## src/rtl/sra_seq_ctrl.sv

```systemverilog
// sra_seq_ctrl: handshaked sequencer stepping the SRA datapath through its five control words
module sra_seq_ctrl #(
  parameter int WORD_SIZE = 19,
  parameter int CNT_W = 8
) (
  input  logic                 clk,
  input  logic                 reset,
  input  logic                 start_valid,
  output logic                 start_ready,
  output logic [WORD_SIZE:0]   ctrl_word,
  output logic                 res_valid,
  input  logic                 res_ready,
  output logic                 busy,
  output logic [CNT_W-1:0]     op_count
);
  typedef enum logic [2:0] {IDLE, S0, S1, S2, S3, S4} state_t;
  state_t state, next;
  logic s3_hold;
  logic accept;
  logic [19:0] word;
  assign start_ready = (state == IDLE) || (state == S4);
  assign accept = start_valid && start_ready;
  assign res_valid = (state == S3);
  assign busy = (state != IDLE);
  assign ctrl_word = (WORD_SIZE + 1)'(word);
  always_ff @(posedge clk) begin
    if (reset) begin
      state <= IDLE;
      s3_hold <= 1'b0;
      op_count <= '0;
    end else begin
      state <= next;
      s3_hold <= (state == S3) && !res_ready;
      if (res_valid && res_ready) op_count <= op_count + CNT_W'(1);
    end
  end
  // a stalled S3 keeps driving the bus but stops rewriting R3
  always_comb begin
    next = IDLE;
    word = 20'h0;
    case (state)
      IDLE: next = accept ? S0 : IDLE;
      S0: begin
        next = S1;
        word = {5'h19, 10'h286, 4'h0, 1'b0};
      end
      S1: begin
        next = S2;
        word = {5'h11, 10'h125, 4'h1, 1'b0};
      end
      S2: begin
        next = S3;
        word = {5'h09, 10'h056, 4'h2, 1'b0};
      end
      S3: begin
        next = res_ready ? S4 : S3;
        word = {s3_hold ? 5'h00 : 5'h04, 10'h010, 4'h8, 1'b1};
      end
      S4: begin
        next = accept ? S0 : IDLE;
        word = {5'h03, 10'h018, 4'h4, 1'b0};
      end
      default: next = IDLE;
    endcase
  end
endmodule

```

## config.mk

```make
export PLATFORM = sky130hd
export DESIGN_NAME = sra_seq_ctrl
export DESIGN_NICKNAME = d
export VERILOG_FILES = /design/src/rtl/sra_seq_ctrl.sv
export SDC_FILE = /design/constraint.sdc
export NUM_CORES = 1
export LEC_CHECK = 0
export CAP_MARGIN = 5
export CORE_AREA = 2 2 48 50
export CTS_BUF_LIST = sky130_fd_sc_hd__clkbuf_4 sky130_fd_sc_hd__clkbuf_8
export DETAILED_ROUTE_END_ITERATION = 7
export DIE_AREA = 0 0 50 52
export PLACE_DENSITY = 0.74
export SLEW_MARGIN = 0
export SYNTH_ARGS = -nofsm -noshare
export SYNTH_HDL_FRONTEND = slang
export SYNTH_SLANG_ARGS = --single-unit
```

## constraint.sdc

```tcl
create_clock -name clk -period 1.7 [get_ports clk]
set_clock_uncertainty 0.15 [all_clocks]
set_input_delay 0.17 -clock clk [delete_from_list [all_inputs] [get_ports clk]]
set_output_delay 0.17 -clock clk [all_outputs]
set_load 0.03 [all_outputs]
```

# After elaboration in Yosys (flattened, before gate mapping)
# Cells that the tools add are included.
totals:
  register_bits: 12
  output_inout_bits: 31
  word_cells: 22
op_classes:
  addsub: 1
  n_eq_ne: 5
  n_mux: 5
  reduce_logical: 8
op_table:
  columns: ["cell", "n"]
  rows:
  - ["20-bit one-hot mux with 5 select lines", 1]
  - ["3-bit one-hot mux with 5 select lines", 1]
  - ["8-bit by 1-bit adder with 8-bit output (second input constant)", 1]
  - ["3-bit by 2-bit == test with 1-bit output (second input constant)", 2]
  - ["3-bit == test (second input constant)", 2]
  - ["3-bit by 1-bit == test with 1-bit output (second input constant)", 1]
  - ["1-bit logical AND", 3]
  - ["3-bit logical NOT", 1]
  - ["3-bit 2-to-1 mux", 1]
  - ["3-bit nonzero test", 1]
  - ["1-bit 2-to-1 mux", 2]
  - ["2-bit OR reduction", 1]
  - ["1-bit logical NOT", 1]
  - ["1-bit logical OR", 1]

# Depth between registers and ports, before layout
# Gate-level depths: netlist of the first run.
logic_depth:
  depth_word: 5
  depth_mapped: 6
  ltp_nobuf: 5

# Worst setup path after synthesis of the first run
# OpenSTA, ideal clock, no wires.
synth_timing:
  path_type: "flip-flop to output port"
  from: "register state[1]"
  to: "output ctrl_word[10]"
  t_arrival_ns: 2.143
  t_required_ns: 1.380
  setup_slack_ns: -0.763
  path_stages_with_launch: 7
  path_cell_list: "dfxtp_1 -> buf_6 -> inv_1 -> ha_1 -> nand2b_1 -> nor3_1 -> buf_4"
synth_between:
  elab_chain_len: 2
  elab_cells_between_ends: 6
synth_lines:
  columns: ["item", "line_no", "rtl"]
  rows:
  - ["from (decl)", "17", "state_t state, next;"]
  - ["from (signal assigned)", "32", "state <= next;"]
  - ["3-bit == test, or another cell as far along", "41", "case (state)"]
  - ["20-bit one-hot mux with 5 select lines *", "41", null]
  - ["to (decl)", "10", "output logic [WORD_SIZE:0] ctrl_word,"]
# Mark *: on every way between the ends. The rest lies on a longest branch, timed or not.

# Final worst setup path of the first run
layout_timing:
  from: "register state[1]"
  to: "output ctrl_word[13]"
# Same word-level chain as after synthesis.

==> Implementation_results.wiki, run 1 <==
{| class="wikitable"
! Metric !! Value
|-
| Result of the run || complete, but fails checks
|-
| Violated checks || negative setup slack
|-
| Final Hold Fails || 0
|-
| Largest net degree at the start of global routing || 13
|-
| Power density relative to cell area || 719 mW/mm^2
|-
| Latest clock arrival within the worst-skew pair || 270 ps
|-
| Routability congestion estimate from global placement || 0.782
|-
| Clk pwr share || 0.231
|-
| Antenna violations before repair || 0
|-
| Headroom to the max-slew limit || 0.670
|-
| Vias in the first global route || 680
|-
| Post-detailed-placement half-perimeter wirelength || 1.26 mm
|-
| Post-synthesis sequential element count || 12
|-
| Net switching power || 373 uW
|-
| Initial standard-cell utilization of the core || 0.352
|-
| Synth-to-layout area growth || 88.9%
|-
| Cell type with the highest aggregate area in the netlist || dfxtp_1
|-
| Drt drc || 0
|-
| TritonCTS Sinks || 12
|-
| Critical path buffer and inverter count || 3
|-
| Count of cell types in the netlist || 26
|-
| Synth top area share || 0.324
|-
| Number of top-level pins || 35
|-
| TritonRoute pass-1 iters || 2
|-
| Via total after detailed routing || 794
|-
| Setup violations, final || 14
|-
| Element type at the critical path end || output port
|-
| H-tree depth || 1
|-
| Inserted Clock Buffers || 3
|-
| Routed via count divided by cell count || 4.87
|-
| Share of total power in combinational logic || 0.473
|-
| Crit path arrival time || 1560 ps
|-
| Count of synthesis-stage warnings from yosys || 0
|-
| Die boundary width || 50 um
|-
| Chip Height || 52 um
|-
| Max rail drop VDD || 417 uV
|-
| Unrepaired setup endpoints after global routing || true
|-
| Worst-case setup slack after placement || -66.9 ps
|-
| Net count of the finished layout || 144
|-
| Die Footprint || 0.00260 mm^2
|-
| Share of synthesized area occupied by flip-flops and latches || 0.324
|-
| Cells along the critical path || inv_4 -> ha_4 -> nand2b_4 -> buf_6 -> nor3_4 -> buf_6
|-
| Most common library cell in the layout ignoring fill and taps || buf_6
|-
| CTS Buffer Depth || 2
|-
| Worst setup path category || reg2out
|-
| Peak fanout along the critical path || 4
|-
| Hold Crit Start || op_count[7]
|-
| Post-route fraction of the period consumed by the critical path || 1.11
|-
| Hold Path Stages || 2
|-
| Detailed-route wire length per cell || 13.1 um
|-
| Number of core rows || 17
|-
| Global-route wire length before repair || between 2 and 3 mm
|-
| Leakage || slightly below 0.7 nW
|-
| Critical R2R Launch || state[1]
|-
| Slowest cell on the critical path || dfxtp_2
|-
| Fmax || 531 MHz
|-
| Maximum single-stage delay on the critical path || 360 ps
|-
| TritonCTS clock tree || yes
|-
| Worst Hold Path EP || op_count[7]
|-
| Net switching share of the total power || 0.371
|-
| Max-cap check violation count || 0
|-
| Slew at the pin with the worst max-slew slack || 493 ps
|-
| Internal Dissipation || 632 uW
|-
| Layout cells sized above 1 || 0.548
|-
| Grt ovf || 0
|-
| Core Area || 0.00211 mm^2
|-
| GR Util All Layers || 0.144
|-
| Final worst-path setup slack || -185 ps
|-
| IO Port Bufs || 34
|-
| Crit path launch type || register
|-
| First DRT Iteration DRCs || 8
|-
| Crit-path leading delay family || simple AND/OR/NAND/NOR gates
|-
| Root buffer cell || clkbuf_4
|-
| Post-Synthesis Net Count || 100
|-
| Ranking of synthesized cells by area || dfxtp_1 (32%), buf_4 (9.1%), a21oi_1 (6.8%)
|-
| Total wirelength of the detailed-routed design || 2.14 mm
|-
| Data required time at the worst endpoint || 1380 ps
|-
| Post-layout min period || 1880 ps
|-
| Highest-count cells in the layout ignoring fill and taps || buf_6 (25), buf_4 (17), dfxtp_1 (10)
|-
| Flop-to-flop setup slack || -20 ps
|-
| Area of the mapped netlist || about 740 um^2
|-
| Sequential share of power || 0.296
|-
| Instance area after placement || 0.00110 mm^2
|-
| Mean instance size in the synthesized netlist || 8.05 um^2
|-
| Most used cell along the critical path || buf_6
|-
| Clock slew seen by the registers of the worst setup and hold paths || 80 ps
|-
| Number of max-slew violations in the final report || 0
|-
| Reg2Reg Depth || 6
|-
| Min-delay worst type || reg2reg
|-
| # diodes || 0
|-
| Final design area excluding fillers || 0.00140 mm^2
|-
| Worst flop-to-flop path endpoint || op_count[4]
|-
| Filler Cells Inserted || around 160
|-
| Remaining number of nets flagged by the antenna check after routing || 0
|-
| Utilization after layout || 0.664
|-
| Number of instances in the synthesized netlist || 92
|}
[how the worst max path moves through the flow]
stage	startpoint	endpoint	slack [ps]	cells past startpoint
detailed placement	res_ready	op_count[6]	-70	4
finish	state[1]	ctrl_word[13]	-180	6
floorplan	state[1]	ctrl_word[10]	-160	6
CTS	state[1]	ctrl_word[5]	-140	6
global placement	res_ready	op_count[7]	-40	4
global route	state[1]	ctrl_word[13]	-250	6
[worst register-to-register path: stages, from the launching register on]
cell and delay (ps):
dfxtp_2 340, buf_4 140, buf_6 120, nand4bb_4 280, buf_6 160, or3_1 320
a21oi_2 130
[stage by stage]
stage	std cells	TNS [ps]	hold WS (ps)	power, mW
floorplan	92	-570	89.5	0.566
global placement	150	-186	319	0.663
detailed placement	150	-280	328	0.665
CTS	161	-1090	338	0.928
global route	163	-2290	388	1.06
finish	163	-1060	348	1.01
[repair_timing]
| action | 4_1_cts | 5_1_grt |
|---|---|---|
| hold buffers | 0 | 0 |
| buffers inserted | 7 | 3 |
| setup endpoints to repair | 15 | 32 |
| pin swaps | 4 | 13 |
| gates resized for setup | 15 | 40 |
[final cells by class]
type / instances / area (um^2) / area share
clock buffer: 4 / 36.3 / 0.0259
inverter: 6 / 28.8 / 0.0206
multi-input combinational: 60 / 524 / 0.375
sequential: 12 / 245 / 0.175
tap: 28 / 35.0 / 0.0250
timing repair buffer: 53 / 529 / 0.378
[power by group through the flow]
stage	registers, mW	clock network (mW)	logic (mW)
final	0.298	0.232	0.475
after global placement	0.305	0	0.358
after global routing	0.299	0.252	0.504
after floorplan	0.305	0	0.261
after CTS	0.298	0.228	0.403
after detailed placement	0.305	0	0.360
[Yosys cell counts]
cell type	number
buf_4	9
buf_2	1
inv_1	6
or2_2	1
xnor2_1	1
nor3_1	3
a311oi_1	1
nor2_1	8
o21ai_0	4
clkbuf_1	3
o31ai_1	3
nand3_1	3
nand2_1	6
or4_1	3
nor4_1	1
dfxtp_1	12
ha_1	4
nand4_1	2
nand2b_1	2
or3_1	3
o22ai_1	1
a21oi_1	10
mux2i_1	1
nand4bb_4	1
xor2_1	2
buf_6	1
[per-layer routing]
metal | global-route usage | part of all wire
met2 | 0.270 | 0.58
met3 | 0.00862 | 0.034
met5 | 0 | 0
met1 | 0.160 | 0.37
met4 | 0.0833 | 0.0089
[sequential cells by signal, indices dropped and copies added, names as in the netlist]
signal,count
s3_hold,1
op_count,8
state,3
[cells by family (layout without fill, tap and decap cells)]
| logic type | count (synthesis) | in the layout | share of synthesized area |
|---|---|---|---|
| multiplexers | 1 | 1 | 0.0135 |
| AND/OR/NAND/NOR | 33 | 33 | 0.255 |
| flip-flops | 12 | 12 | 0.324 |
| adder cells (fa/ha/maj) | 4 | 4 | 0.0676 |
| buffers and inverters | 20 | 63 | 0.159 |
| AO/OA/AOI/OAI | 19 | 19 | 0.145 |
| XOR/XNOR | 3 | 3 | 0.0355 |
No activity file was read; power rests on OpenSTA's default activity.
==> run 2: changes to the inputs <==
--- a/config.mk
+++ b/config.mk
@@ -13,3 +13,3 @@
 export PLACE_DENSITY = 0.74
-export SLEW_MARGIN = 0
+export SLEW_MARGIN = 40
 export SYNTH_ARGS = -nofsm -noshare
--- a/constraint.sdc
+++ b/constraint.sdc
@@ -4,2 +4,2 @@
 set_output_delay 0.17 -clock clk [all_outputs]
-set_load 0.03 [all_outputs]
+set_load 0.05 [all_outputs]
==> Implementation_results.wiki, run 2 (synthesized netlist as in run 1, its figures left out) <==
{| class="wikitable"
! Metric !! Value
|-
| Vias in the first global route || 761 (+12%)
|-
| Final design area excluding fillers || 0.00149 mm^2 (+6.5%)
|-
| # diodes || 0 (unchanged)
|-
| Final worst hold slack || 348 ps (+0.531 ps)
|-
| Headroom to the max-slew limit || 0.662 (-0.00846)
|-
| Peak fanout along the critical path || 3 (-1)
|-
| PnR Total Power || 1.08 mW (+7.7%)
|-
| Setup violations, final || 19 (+5)
|-
| Drt drc || 0 (unchanged)
|-
| TritonCTS clock tree || yes
|-
| Remaining number of nets flagged by the antenna check after routing || 0 (unchanged)
|-
| Number of max-slew violations in the final report || 0 (unchanged)
|-
| Post-detailed-placement half-perimeter wirelength || 1.38 mm (+9.5%)
|-
| Element type at the critical path end || output port
|-
| Initial standard-cell utilization of the core || 0.352 (unchanged)
|-
| Chip Height || 52 um (unchanged)
|-
| GR Util All Layers || 0.161 (+0.0172)
|-
| Post-route fraction of the period consumed by the critical path || 1.11 (about the same)
|-
| Max-cap check violation count || 0 (unchanged)
|-
| Net switching share of the total power || 0.402 (+0.0309)
|-
| Data required time at the worst endpoint || 1380 ps (about the same)
|-
| Min-delay worst type || reg2reg
|-
| Fmax || 531 MHz (about the same)
|-
| Antenna violations before repair || 0 (unchanged)
|-
| Number of top-level pins || 35 (unchanged)
|-
| Total wirelength of the detailed-routed design || 2.02 mm (-5.7%)
|-
| Sequential share of power || 0.277 (-0.019)
|-
| Share of total power in combinational logic || 0.570 (+0.097)
|-
| Largest regs || op_count x8, state x3, s3_hold x1
|-
| Latest clock arrival within the worst-skew pair || 260 ps (about the same)
|-
| Die Footprint || 0.00260 mm^2 (unchanged)
|-
| Grt ovf || 0 (unchanged)
|-
| Violated checks || negative setup slack
|-
| Internal Dissipation || 648 uW (+2.4%)
|-
| Worst setup path category || reg2out
|-
| Crit path arrival time || 1560 ps (about the same)
|-
| IO Port Bufs || 34 (unchanged)
|-
| Max rail drop VDD || 623 uV (+49%)
|-
| Result of the run || complete, but fails checks
|-
| TritonCTS Sinks || 12 (unchanged)
|-
| Net count of the finished layout || 137 (-4.9%)
|-
| Final sum of negative setup slack || -2170 ps (-1110 ps)
|-
| Clk pwr share || 0.153 (-0.078)
|-
| Cells along the critical path || inv_4 -> ha_4 -> buf_4 -> buf_6 -> a21oi_2 -> buf_12
|-
| Leakage || 0.599 nW (-12%)
|-
| Crit path launch type || register
|-
| Slowest cell on the critical path || dfxtp_2
|-
| Number of core rows || 17 (unchanged)
|-
| Flip-flop count of the largest register, all copies and words added || 8 (unchanged)
|-
| CTS Buffer Depth || 2 (unchanged)
|-
| Instance area after placement || 0.00136 mm^2 (+23%)
|-
| Global-route wire length before repair || 3.27 mm (+13%)
|-
| H-tree depth || 1 (unchanged)
|-
| Final worst-path setup slack || -183 ps (+1.54 ps)
|-
| Routability congestion estimate from global placement || 0.667 (-15%)
|-
| Layout cells sized above 1 || 0.575 (+0.0267)
|-
| First DRT Iteration DRCs || 4 (-4)
|-
| Routed via count divided by cell count || 5.13 (+5.3%)
|-
| Flop-to-flop setup slack || -20 ps (about the same)
|-
| Unrepaired setup endpoints after global routing || true
|-
| Net switching power || 435 uW (+17%)
|-
| Inserted Clock Buffers || 3 (unchanged)
|-
| Via total after detailed routing || 795 (+0.13%)
|-
| Core Area || 0.00211 mm^2 (unchanged)
|-
| TritonRoute pass-1 iters || 4 (+2)
|-
| Synth-to-layout area growth || 101%
|-
| Final Hold Fails || 0 (unchanged)
|-
| Worst-case setup slack after placement || -67.9 ps (-0.947 ps)
|-
| Maximum single-stage delay on the critical path || 360 ps (about the same)
|-
| Highest-count cells in the layout ignoring fill and taps || buf_12 (23), buf_4 (14), dfxtp_1 (7)
|-
| Root buffer cell || clkbuf_4
|-
| Slew at the pin with the worst max-slew slack || 506 ps (+12.7 ps)
|-
| Clock slew seen by the registers of the worst setup and hold paths || 70 ps (about the same)
|-
| Largest net degree at the start of global routing || 14 (+1)
|-
| Most flop-heavy register || op_count
|-
| Power density relative to cell area || 727 mW/mm^2 (+1.1%)
|-
| Detailed-route wire length per cell || 13.0 um (-0.79%)
|-
| Post-layout min period || 1880 ps (-1.54 ps)
|-
| Crit-path leading delay family || buffers and inverters
|-
| Die boundary width || 50 um (unchanged)
|-
| Critical path buffer and inverter count || 4 (+1)
|-
| Most common library cell in the layout ignoring fill and taps || buf_12
|}
==> run 2: cell types whose count changed in the layout (fill, tap and decap cells not counted), sizes merged <==
cell           change
clkdlybuf4s50      -1
buf                +1
clkbuf             -1
dlymetal6s2s       -5
dlygate4sd2        -2
==> run 2: what timing repair did <==
item,4_1_cts,5_1_grt
endpoints found under the setup margin,19,25
buffers inserted,2,1
resized for setup,9,12
hold buffers,0,0
pin swaps,3,4
==> run 2: final cells by class <==
class	count	area [um^2]
timing repair buffer	46	667
sequential	12	246
multi-input combinational	60	488
clock buffer	3	22.5
fill	143	616
tap	28	35.0
inverter	6	31.3
==> run 2: worst reg2reg max path: cells and delay by family (launching register included) <==
kind / cells / cell delay [ps]
and+or+nand+nor: 2 / 830
DFF: 1 / 340
buffers and inverters: 1 / 180
AOI/OAI and AO/OA: 1 / 140
==> run 2: path summary, 6_finish.rpt <==
path                  end  depth (start not counted)   startpoint
max reg2reg   op_count[6]                          4     state[1]
min reg2reg   op_count[2]                          2  op_count[2]
max          ctrl_word[6]                          6     state[1]
min           op_count[2]                          2  op_count[2]
==> run 2: per-stage QoR <==
step           instances  utilization
6_report             155        0.708
5_1_grt              155        0.708
4_1_cts              154        0.680
3_5_place_dp         149        0.643
3_3_place_gp         149        0.643
2_1_floorplan         92            -
==> run 2: metal layers <==
layer  vias to the layer above  GRT usage  routed length (um)
li1                        385          -                   -
met1                       381      0.186                 788
met2                        27      0.289                1080
met3                         2     0.0460                 140
met4                         0     0.0417                   9
met5                         -          0                   0
==> run 2: power by group through the flow <==
stage                     logic [mW]  registers (mW)  clock network, mW
after floorplan                0.335           0.306                  0
after global placement         0.565           0.305                  0
after detailed placement       0.566           0.305                  0
after CTS                      0.584           0.299              0.169
after global routing           0.644           0.300              0.182
final                          0.617           0.300              0.166
